`config.mk`:
```
export PLATFORM = sky130hd
export DESIGN_NAME = r2r_wave_gen_flat
export DESIGN_NICKNAME = d
export VERILOG_FILES = /design/src/rtl/r2r_wave_gen_if.sv /design/src/rtl/r2r_wave_gen.sv /design/src/flat_wrapper.sv
export SDC_FILE = /design/constraint.sdc
export NUM_CORES = 1
export LEC_CHECK = 0
export BUFFER_PORTS_ARGS = -buffer_cell sky130_fd_sc_hd__buf_2
export CAP_MARGIN = 0
export CORE_MARGIN = 3
export CORE_UTILIZATION = 45
export DETAILED_ROUTE_END_ITERATION = 7
export PLACE_DENSITY = 0.67
export SLEW_MARGIN = 20
export SYNTH_ARGS = -nofsm -noshare
export SYNTH_HDL_FRONTEND = slang
export SYNTH_SLANG_ARGS = --single-unit
```
`constraint.sdc`:
```
create_clock -name clk -period 13.3 [get_ports clk]
set_clock_uncertainty 0.2 [all_clocks]
set_input_delay 1.995 -clock clk [delete_from_list [all_inputs] [get_ports clk]]
set_output_delay 1.995 -clock clk [all_outputs]
set_load 0.01 [all_outputs]
```
`src/rtl/r2r_wave_gen_if.sv`:
```
// Command/sample bundle between the configuring master and the R2R waveform source.
// The master drives run and the command port; the generator returns sample and wrap.
interface r2r_wave_gen_if;
    logic       run;
    logic       cmd_valid;
    logic [1:0] cmd_sel;
    logic [7:0] cmd_data;
    logic [7:0] sample;
    logic       wrap;

    modport master (
        output run, cmd_valid, cmd_sel, cmd_data,
        input  sample, wrap
    );

    modport slave (
        input  run, cmd_valid, cmd_sel, cmd_data,
        output sample, wrap
    );
endinterface

```
`src/rtl/r2r_wave_gen.sv`:
```
// Phase-accumulator waveform source (saw/triangle/square/16-entry LUT) with amplitude
// scaling, producing the 8-bit sample stream for the downstream R2R DAC controller.
module r2r_wave_gen #(
    parameter int         PHASE_W = 16,
    parameter logic [7:0] AMP_RST = 8'hFF
) (
    input logic           clk,
    input logic           n_rst,
    r2r_wave_gen_if.slave bus
);

    typedef enum logic [1:0] {MODE_SAW, MODE_TRI, MODE_SQR, MODE_LUT} mode_t;

    logic [7:0]         step;
    logic [7:0]         amp;
    mode_t              mode;
    logic [3:0]         wptr;
    logic [7:0]         lut [16];

    logic [PHASE_W-1:0] phase_p0;
    logic               ovf_p0;
    logic [7:0]         wave_p1;
    logic [7:0]         amp_p1;
    logic               ovf_p1;
    logic [7:0]         sample_p2;
    logic               wrap_p2;

    logic               clr;
    logic [PHASE_W:0]   sum;
    logic [PHASE_W-1:0] phase_nxt;
    logic               ovf_nxt;
    logic [7:0]         idx;

    function automatic logic [7:0] shape(input logic [7:0] p, input mode_t m,
                                         input logic [7:0] lv);
        logic [7:0] w;
        case (m)
            MODE_SAW: w = p;
            MODE_TRI: w = p[7] ? ~{p[6:0], 1'b0} : {p[6:0], 1'b0};
            MODE_SQR: w = p[7] ? 8'hFF : 8'h00;
            default:  w = lv;
        endcase
        return w;
    endfunction

    // Gain of (a+1)/256 so a=FF is an exact passthrough.
    function automatic logic [7:0] scale(input logic [7:0] w, input logic [7:0] a);
        logic [16:0] prod;
        prod = {9'd0, w} * ({9'd0, a} + 17'd1);
        return prod[15:8];
    endfunction

    assign clr = bus.cmd_valid && (bus.cmd_sel == 2'd1) && bus.cmd_data[7];
    assign sum = {1'b0, phase_p0} + {{(PHASE_W-7){1'b0}}, step};
    assign idx = phase_p0[PHASE_W-1 -: 8];

    always_comb begin
        phase_nxt = phase_p0;
        ovf_nxt   = 1'b0;
        if (clr) begin
            phase_nxt = '0;
        end else if (bus.run) begin
            phase_nxt = sum[PHASE_W-1:0];
            ovf_nxt   = sum[PHASE_W];
        end
    end

    always_ff @(posedge clk or posedge n_rst) begin
        if (n_rst) begin
            step <= '0;
            amp  <= AMP_RST;
            mode <= MODE_SAW;
            wptr <= '0;
            for (int i = 0; i < 16; i++) lut[i] <= '0;
        end else if (bus.cmd_valid) begin
            case (bus.cmd_sel)
                2'd0: step <= bus.cmd_data;
                2'd1: begin
                    mode <= mode_t'(bus.cmd_data[1:0]);
                    wptr <= '0;
                end
                2'd2: begin
                    lut[wptr] <= bus.cmd_data;
                    wptr      <= wptr + 4'd1;
                end
                default: amp <= bus.cmd_data;
            endcase
        end
    end

    // p0: phase accumulator and its carry
    always_ff @(posedge clk or posedge n_rst) begin
        if (n_rst) begin
            phase_p0 <= '0;
            ovf_p0   <= 1'b0;
        end else begin
            phase_p0 <= phase_nxt;
            ovf_p0   <= ovf_nxt;
        end
    end

    // p1: shaped wave; amp travels with it so gain and shape changes land together
    always_ff @(posedge clk or posedge n_rst) begin
        if (n_rst) begin
            wave_p1 <= '0;
            amp_p1  <= '0;
            ovf_p1  <= 1'b0;
        end else begin
            wave_p1 <= shape(idx, mode, lut[idx[7:4]]);
            amp_p1  <= amp;
            ovf_p1  <= ovf_p0;
        end
    end

    // p2: scaled sample, wrap aligned with the first post-wrap sample
    always_ff @(posedge clk or posedge n_rst) begin
        if (n_rst) begin
            sample_p2 <= '0;
            wrap_p2   <= 1'b0;
        end else begin
            sample_p2 <= scale(wave_p1, amp_p1);
            wrap_p2   <= ovf_p1;
        end
    end

    assign bus.sample = sample_p2;
    assign bus.wrap   = wrap_p2;

endmodule

```
`src/flat_wrapper.sv`:
```
// flat-port wrapper written by rule: the top's interface ports become plain ports
module r2r_wave_gen_flat 
#(
    parameter int         PHASE_W = 16,
    parameter logic [7:0] AMP_RST = 8'hFF
)
  (clk, n_rst, bus_run, bus_cmd_valid, bus_cmd_sel, bus_cmd_data, bus_sample, bus_wrap);
  r2r_wave_gen_if bus_i ();
  input logic clk;
  input logic n_rst;
  input wire logic [$bits(bus_i.run)-1:0] bus_run;
  input wire logic [$bits(bus_i.cmd_valid)-1:0] bus_cmd_valid;
  input wire logic [$bits(bus_i.cmd_sel)-1:0] bus_cmd_sel;
  input wire logic [$bits(bus_i.cmd_data)-1:0] bus_cmd_data;
  output wire logic [$bits(bus_i.sample)-1:0] bus_sample;
  output wire logic [$bits(bus_i.wrap)-1:0] bus_wrap;
  assign bus_i.run = bus_run;
  assign bus_i.cmd_valid = bus_cmd_valid;
  assign bus_i.cmd_sel = bus_cmd_sel;
  assign bus_i.cmd_data = bus_cmd_data;
  assign bus_sample = bus_i.sample;
  assign bus_wrap = bus_i.wrap;
  r2r_wave_gen #(.PHASE_W(PHASE_W), .AMP_RST(AMP_RST)) u_core (.clk(clk), .n_rst(n_rst), .bus(bus_i));
endmodule
```
==> impl_metrics.py, run 1 <==
metrics = {
    "power_and_ir_drop": {
        "power_density_nw_per_um2": 179,
        "ir_drop_v": 0.000145,
        "p_leak_nw": 5.72,
    },
    "cts": {
        "cts_root_buffer": "clkbuf_16",
        "clkTransAtPathRegs_ns": 0.08,
        "post_cts_buffers": 0,
        "cts_max_path_buffers": 2,
        "h-tree-depth": 4,
        "numCtsBuffers": 17,
        "cts_tree": "built",
        "clock_latency_ns": 0.45,
        "cts_resized": 0,
        "clock_sinks": 193,
        "hold_buffers": 0,
    },
    "logic_synthesis": {
        "ys_seq_area_share_pct": 43.3,
        "synth-seq-cells": 193,
        "synthArstFlopShare_pct": 100,
        "synth_edf_count": 0,
        "synth.top_cells.by_count": "dfrtp_1, mux2_2, inv_1",
        "synth_top_area_share_pct": 41.5,
        "ys.warnings.count": 0,
        "synth.largest_area_cell": "dfrtp_1",
        "avgSynthCellArea_um2": 12.8,
        "syn_inst": 875,
        "netlist_area_um2": 11200,
        "ys.flop_type": "dfrtp_1",
        "syn-num-nets": 980,
        "synthTopCellsByArea": "dfrtp_1, mux2_2, fa_1, ha_1, mux4_1",
        "yosysMostFrequentCell": "dfrtp_1",
        "ys_types": 52,
    },
    "timing": {
        "slew_headroom_pct": 36.3,
        "fin_hold_ws_ns": 0.152,
        "rsz0062_at_grt": "no",
        "finalHoldViolations": 0,
        "setup_viol": 0,
        "max_freq_mhz": 178,
        "worstMarginPinSlew_ns": 0.952,
        "slew_viol_final": 0,
        "min_period_ns": 5.63,
        "fin_ws_ns": 7.67,
        "setup_tns_ns": 0,
        "fin_crit_sh_pct": 42.3,
    },
    "global_route": {
        "grt_pass1_vias": 6964,
        "antenna_found_initial": 1,
        "overflow": 0,
        "gr-usage-all-layers_pct": 17.6,
        "grt_start_max_net_pins": 137,
        "grt_pass1_wl_mm": 36.7,
    },
    "detailed_routing": {
        "route.detailed.drc": 0,
        "routedWlPerCell_um": 18.1,
        "vias": 6658,
        "final_antenna_net_count": 0,
        "viasPerCell": 5.47,
        "drt_first_pass_iters": 5,
        "drt_wl_total_mm": 22.0,
        "drt_iter0_drc": 316,
    },
    "run": {
        "maxCapViolCount": 0,
    },
    "hold_path": {
        "min_from": "u_core.ovf_p1",
        "hold_depth": 0,
        "min_to": "u_core.bus.wrap",
        "min_path_type": "flip-flop to flip-flop",
    },
    "worst_setup_path": {
        "path_class": "flip-flop to flip-flop",
        "cp_data_arrival_time_ns": 5.75,
        "end_kind": "flip-flop",
        "r2r_end": "u_core.bus.sample[7]",
        "regToRegSetupSlack_ns": 7.67,
        "worstSetupStartpointType": "flip-flop",
        "r2r_cells": 17,
        "cp.required_ns": 13.42,
        "crit_path_max_fanout": 10,
        "timing.rr.start": "u_core.amp_p1[0]",
    },
    "run_status": {
        "status": "finished clean",
    },
    "layout": {
        "antenna_cells": 0,
        "syn_to_final_growth_pct": 8.51,
        "post-route-util_pct": 49.7,
        "layout-drive-gt1-share_pct": 27.6,
        "num-nets-final": 986,
    },
    "place": {
        "post-place-ws_ns": 7.69,
        "gp_congestion": 0.803,
        "port_buffers": 22,
        "dp_hpwl_mm": 15.2,
    },
    "floorplan": {
        "start_util_pct": 45.8,
        "core_area_um2": 24400,
        "dieArea_um2": 26700,
        "die_x_um": 164,
        "die_y_um": 164,
        "num_io_pins": 23,
        "rows": 57,
    },
}
## registers in the layout (all words and copies together), names as in the netlist
name and flops:
u_core.step 8, u_core.amp_p1 8, u_core.bus.wrap 1, u_core.ovf_p0 1
u_core.mode 2, u_core.phase_p0 16, u_core.bus.sample 8, u_core.wptr 4
u_core.lut 128, u_core.ovf_p1 1, u_core.wave_p1 8, u_core.amp 8
## cell families after synthesis
family          Yosys count  share of synthesized area, %
fa+ha+maj                91                          13.0
buf+inv                  93                          3.81
flops                   193                          43.3
xor+xnor                 27                          2.12
compound gates           81                          4.68
mux                     201                          23.9
simple gates            189                          9.23
## placed cells by master, fill, tap and decap left out, types with 6 or more instances in the layout
| cell | n |
|---|---|
| dfrtp_1 | 184 |
| mux2_2 | 153 |
| inv_1 | 53 |
| ha_1 | 50 |
| fa_1 | 41 |
| nor2b_1 | 40 |
| nand2_1 | 32 |
| nor2_1 | 24 |
| a21oi_1 | 24 |
| buf_2 | 22 |
| xnor2_1 | 21 |
| and2_1 | 21 |
| o21ai_0 | 18 |
| clkbuf_16 | 17 |
| nand2b_1 | 16 |
| mux4_1 | 16 |
| mux2i_1 | 16 |
| mux4_2 | 15 |
| nand3_1 | 13 |
| nand4_1 | 10 |
| nor3_1 | 9 |
| dfstp_2 | 8 |
| or3_1 | 6 |
| xor2_1 | 6 |
| a211oi_1 | 6 |
## layer usage
layer	wire length, um	up-vias	track usage [%]
met5	0	-	0
met3	566	22	2.92
li1	-	3104	-
met4	306	0	4.73
met2	10900	82	29.4
met1	10300	3450	23.8
## metrics by stage
stage	std cells	power [mW]	cell area [um2]
after floorplan	875	1.46	11200
after global placement	1186	1.64	11500
after detailed placement	1186	1.67	11500
after CTS	1218	2.20	12100
after global routing	1218	2.36	12100
final	1218	2.17	12100
## worst max-delay path by stage
stage | start | endpoint | slack [ns] | cells after the start
CTS | u_core.amp_p1[0] | u_core.bus.sample[7] | 7.66 | 17
floorplan | n_rst | u_core.amp_p1[0] | 5.86 | 1
finish | u_core.amp_p1[0] | u_core.bus.sample[7] | 7.67 | 17
global placement | u_core.amp_p1[0] | u_core.bus.sample[7] | 7.79 | 17
global route | u_core.amp_p1[0] | u_core.bus.sample[7] | 7.37 | 17
detailed placement | u_core.amp_p1[0] | u_core.bus.sample[7] | 7.69 | 17
## power by group
| group | leakage [nW] | internal (mW) | switching, mW |
|---|---|---|---|
| Clock | 0.299 | 0.259 | 0.268 |
| Sequential | 2.55 | 0.686 | 0.0766 |
| Combinational | 2.87 | 0.404 | 0.473 |
## cell type report
cell class	instances	area, um2
Fill cell	2180	12300
Timing Repair Buffer	26	140
Clock buffer	17	425
Sequential cell	193	4840
Inverter	54	210
Multi-Input combinational cell	589	5900
Clock inverter	15	194
Tap cell	324	405
## critical path, cell delays in order, from the launching register on
cell      delay, ns
dfrtp_1        0.49
ha_1           0.27
nand3_1        0.14
nor2_1         0.08
xnor2_1        0.50
nor2b_1        0.14
fa_1           0.56
fa_1           0.44
fa_1           0.54
inv_1          0.05
fa_1           0.52
inv_1          0.04
ha_1           0.33
and2_1         0.19
and4_1         0.21
a221oi_1       0.47
o21ai_0        0.18
xnor2_1        0.16
Note: power is estimated with default switching activity, not from simulation.
==> run 2, diff against run 1 <==
==> constraint.sdc (replaced) <==
create_clock -name clk -period 5.48 [get_ports clk]
set_clock_uncertainty 0.2 [all_clocks]
set_input_delay 0.822 -clock clk [delete_from_list [all_inputs] [get_ports clk]]
set_output_delay 0.822 -clock clk [all_outputs]
set_load 0.01 [all_outputs]
==> impl_metrics.py, run 2 (synthesized netlist as in run 1, its figures left out) <==
metrics = {
    "run_status": {
        "status": "finished clean",
    },
    "worst_setup_path": {
        "crit_path_max_fanout": 8,
        "crit_buf_inv": 2,
        "regToRegSetupSlack_ns": 0.22,
        "cp_top_family": "adder cells",
        "cp_data_arrival_time_ns": 5.39,
        "critical_path.startpoint": "u_core.amp_p1[1]",
        "r2r_end": "u_core.bus.sample[7]",
        "slowest_delay_ns": 0.55,
        "path_cells": "ha_1, xor2_1, and2_1, fa_1, fa_1, fa_1, inv_1, fa_1, inv_1, ha_1, and2_1, and4_1, a221oi_1, o21ai_0, xnor2_1",
        "worstSetupStartpointType": "flip-flop",
        "cpMaxStageDelayCell": "fa_1",
        "end_kind": "flip-flop",
        "path_depth": 15,
        "path_class": "flip-flop to flip-flop",
        "cp.required_ns": 5.61,
        "cp-endpoint": "u_core.bus.sample[7]",
        "r2r_cells": 15,
        "timing.rr.start": "u_core.amp_p1[1]",
        "cp_common_cell": "fa_1",
    },
    "cts": {
        "cts_tree": "built",
        "hold_buffers": 0,
        "clock_sinks": 193,
        "clock_latency_ns": 0.44,
        "h-tree-depth": 4,
        "clkTransAtPathRegs_ns": 0.08,
        "cts_root_buffer": "clkbuf_16",
        "cts_max_path_buffers": 2,
        "numCtsBuffers": 17,
    },
    "layout": {
        "num-nets-final": 993,
        "largest_reg_flops": 128,
        "syn_to_final_growth_pct": 9.41,
        "mostFrequentLayoutCells": "dfrtp_1, mux2_2, inv_1",
        "top_regs": "u_core.lut: 128 flops, u_core.phase_p0: 16 flops",
        "max_flop_register": "u_core.lut",
        "antenna_cells": 0,
        "design_area_um2": 12200,
        "layout_commonest_cell": "dfrtp_1",
        "layout-drive-gt1-share_pct": 28.3,
    },
    "power_and_ir_drop": {
        "p_int_mw": 3.38,
        "pwr-share-seq_pct": 34.2,
        "combPwrFrac_pct": 41.2,
        "ir_drop_v": 0.000509,
        "switchingPower_mw": 2.02,
        "swShare_pct": 37.5,
        "p_leak_nw": 5.77,
        "p_clk_share_pct": 24.6,
        "power_density_nw_per_um2": 442,
    },
    "global_route": {
        "gr-usage-all-layers_pct": 18.1,
        "grt_pass1_vias": 6993,
        "grt_start_max_net_pins": 194,
        "overflow": 0,
        "grt_pass1_wl_mm": 37.6,
        "antenna_found_initial": 0,
    },
    "detailed_routing": {
        "routedWlPerCell_um": 18.3,
        "vias": 6706,
        "drt_iter0_drc": 406,
        "viasPerCell": 5.47,
        "final_antenna_net_count": 0,
        "drt_first_pass_iters": 4,
        "route.detailed.drc": 0,
        "drt_wl_total_mm": 22.4,
    },
    "place": {
        "post-place-ws_ns": 0.210,
        "port_buffers": 22,
        "gp_congestion": 0.854,
        "post_dp_cell_area_um2": 11600,
        "dp_hpwl_mm": 15.1,
    },
    "timing": {
        "finalHoldViolations": 0,
        "fin_hold_ws_ns": 0.152,
        "fin_ws_ns": 0.216,
        "setup_viol": 0,
        "max_freq_mhz": 190,
        "min_period_ns": 5.26,
        "fin_crit_sh_pct": 96.1,
        "worstMarginPinSlew_ns": 0.890,
        "rsz0062_at_grt": "no",
        "slew_viol_final": 0,
        "slew_headroom_pct": 40.4,
        "setup_tns_ns": 0,
    },
    "floorplan": {
        "core_area_um2": 24400,
        "die_x_um": 164,
        "start_util_pct": 45.8,
        "dieArea_um2": 26700,
        "die_y_um": 164,
        "num_io_pins": 23,
        "rows": 57,
    },
    "run": {
        "maxCapViolCount": 0,
    },
    "hold_path": {
        "min_path_type": "flip-flop to flip-flop",
    },
}
==> run 2: worst register-to-register path, delay by kind of cell, from the launching register on <==
kind / cells / cell delay (ns)
flops: 1 / 0.40
buf+inv: 2 / 0.10
simple gates: 3 / 0.64
xor+xnor: 2 / 0.59
fa+ha+maj: 6 / 2.60
compound gates: 2 / 0.62
==> run 2: per-layer routing <==
metal	up-vias	global-route usage, %	routed length [um]
met3	26	2.56	499
li1	3130	-	-
met5	-	0	0
met4	0	4.58	321
met1	3471	25.1	10600
met2	79	30.2	11000
==> run 2: worst min path at each step <==
stage             startpoint               to  cells past startpoint
6_report       u_core.ovf_p0    u_core.ovf_p1                      0
5_1_grt        u_core.ovf_p0    u_core.ovf_p1                      0
4_1_cts        u_core.ovf_p0    u_core.ovf_p1                      0
3_5_place_dp   u_core.ovf_p0    u_core.ovf_p1                      0
3_3_place_gp   u_core.ovf_p0    u_core.ovf_p1                      0
2_1_floorplan  u_core.ovf_p1  u_core.bus.wrap                      0
==> run 2: final cells by class <==
type	count	area (um2)
fillers	2147	12200
multi-input cells	589	5910
flip-flops and latches	193	4840
clock buffers	17	425
well taps	324	405
repair buffers	33	225
inverters	54	206
clock inverters	15	205
==> run 2: power by group through the flow <==
stage / registers (mW) / logic [mW] / clock network [mW]
after CTS: 1.84 / 2.26 / 1.36
after detailed placement: 1.87 / 2.23 / 0
after global placement: 1.86 / 2.15 / 0
after global routing: 1.88 / 2.56 / 1.43
final: 1.85 / 2.23 / 1.33
after floorplan: 1.81 / 1.74 / 0
==> run 2: metrics by stage <==
stage	power, mW	std cells	utilization [%]
5_1_grt	5.86	1225	50.1
2_1_floorplan	3.55	875	-
3_3_place_gp	4.01	1192	47.4
4_1_cts	5.47	1224	50.0
6_report	5.40	1225	50.1
3_5_place_dp	4.10	1192	47.4
==> run 2: timing repair <==
action	in CTS	in global routing
gates resized for setup	0	1
endpoints found under the setup margin	0	2
setup buffers	0	0
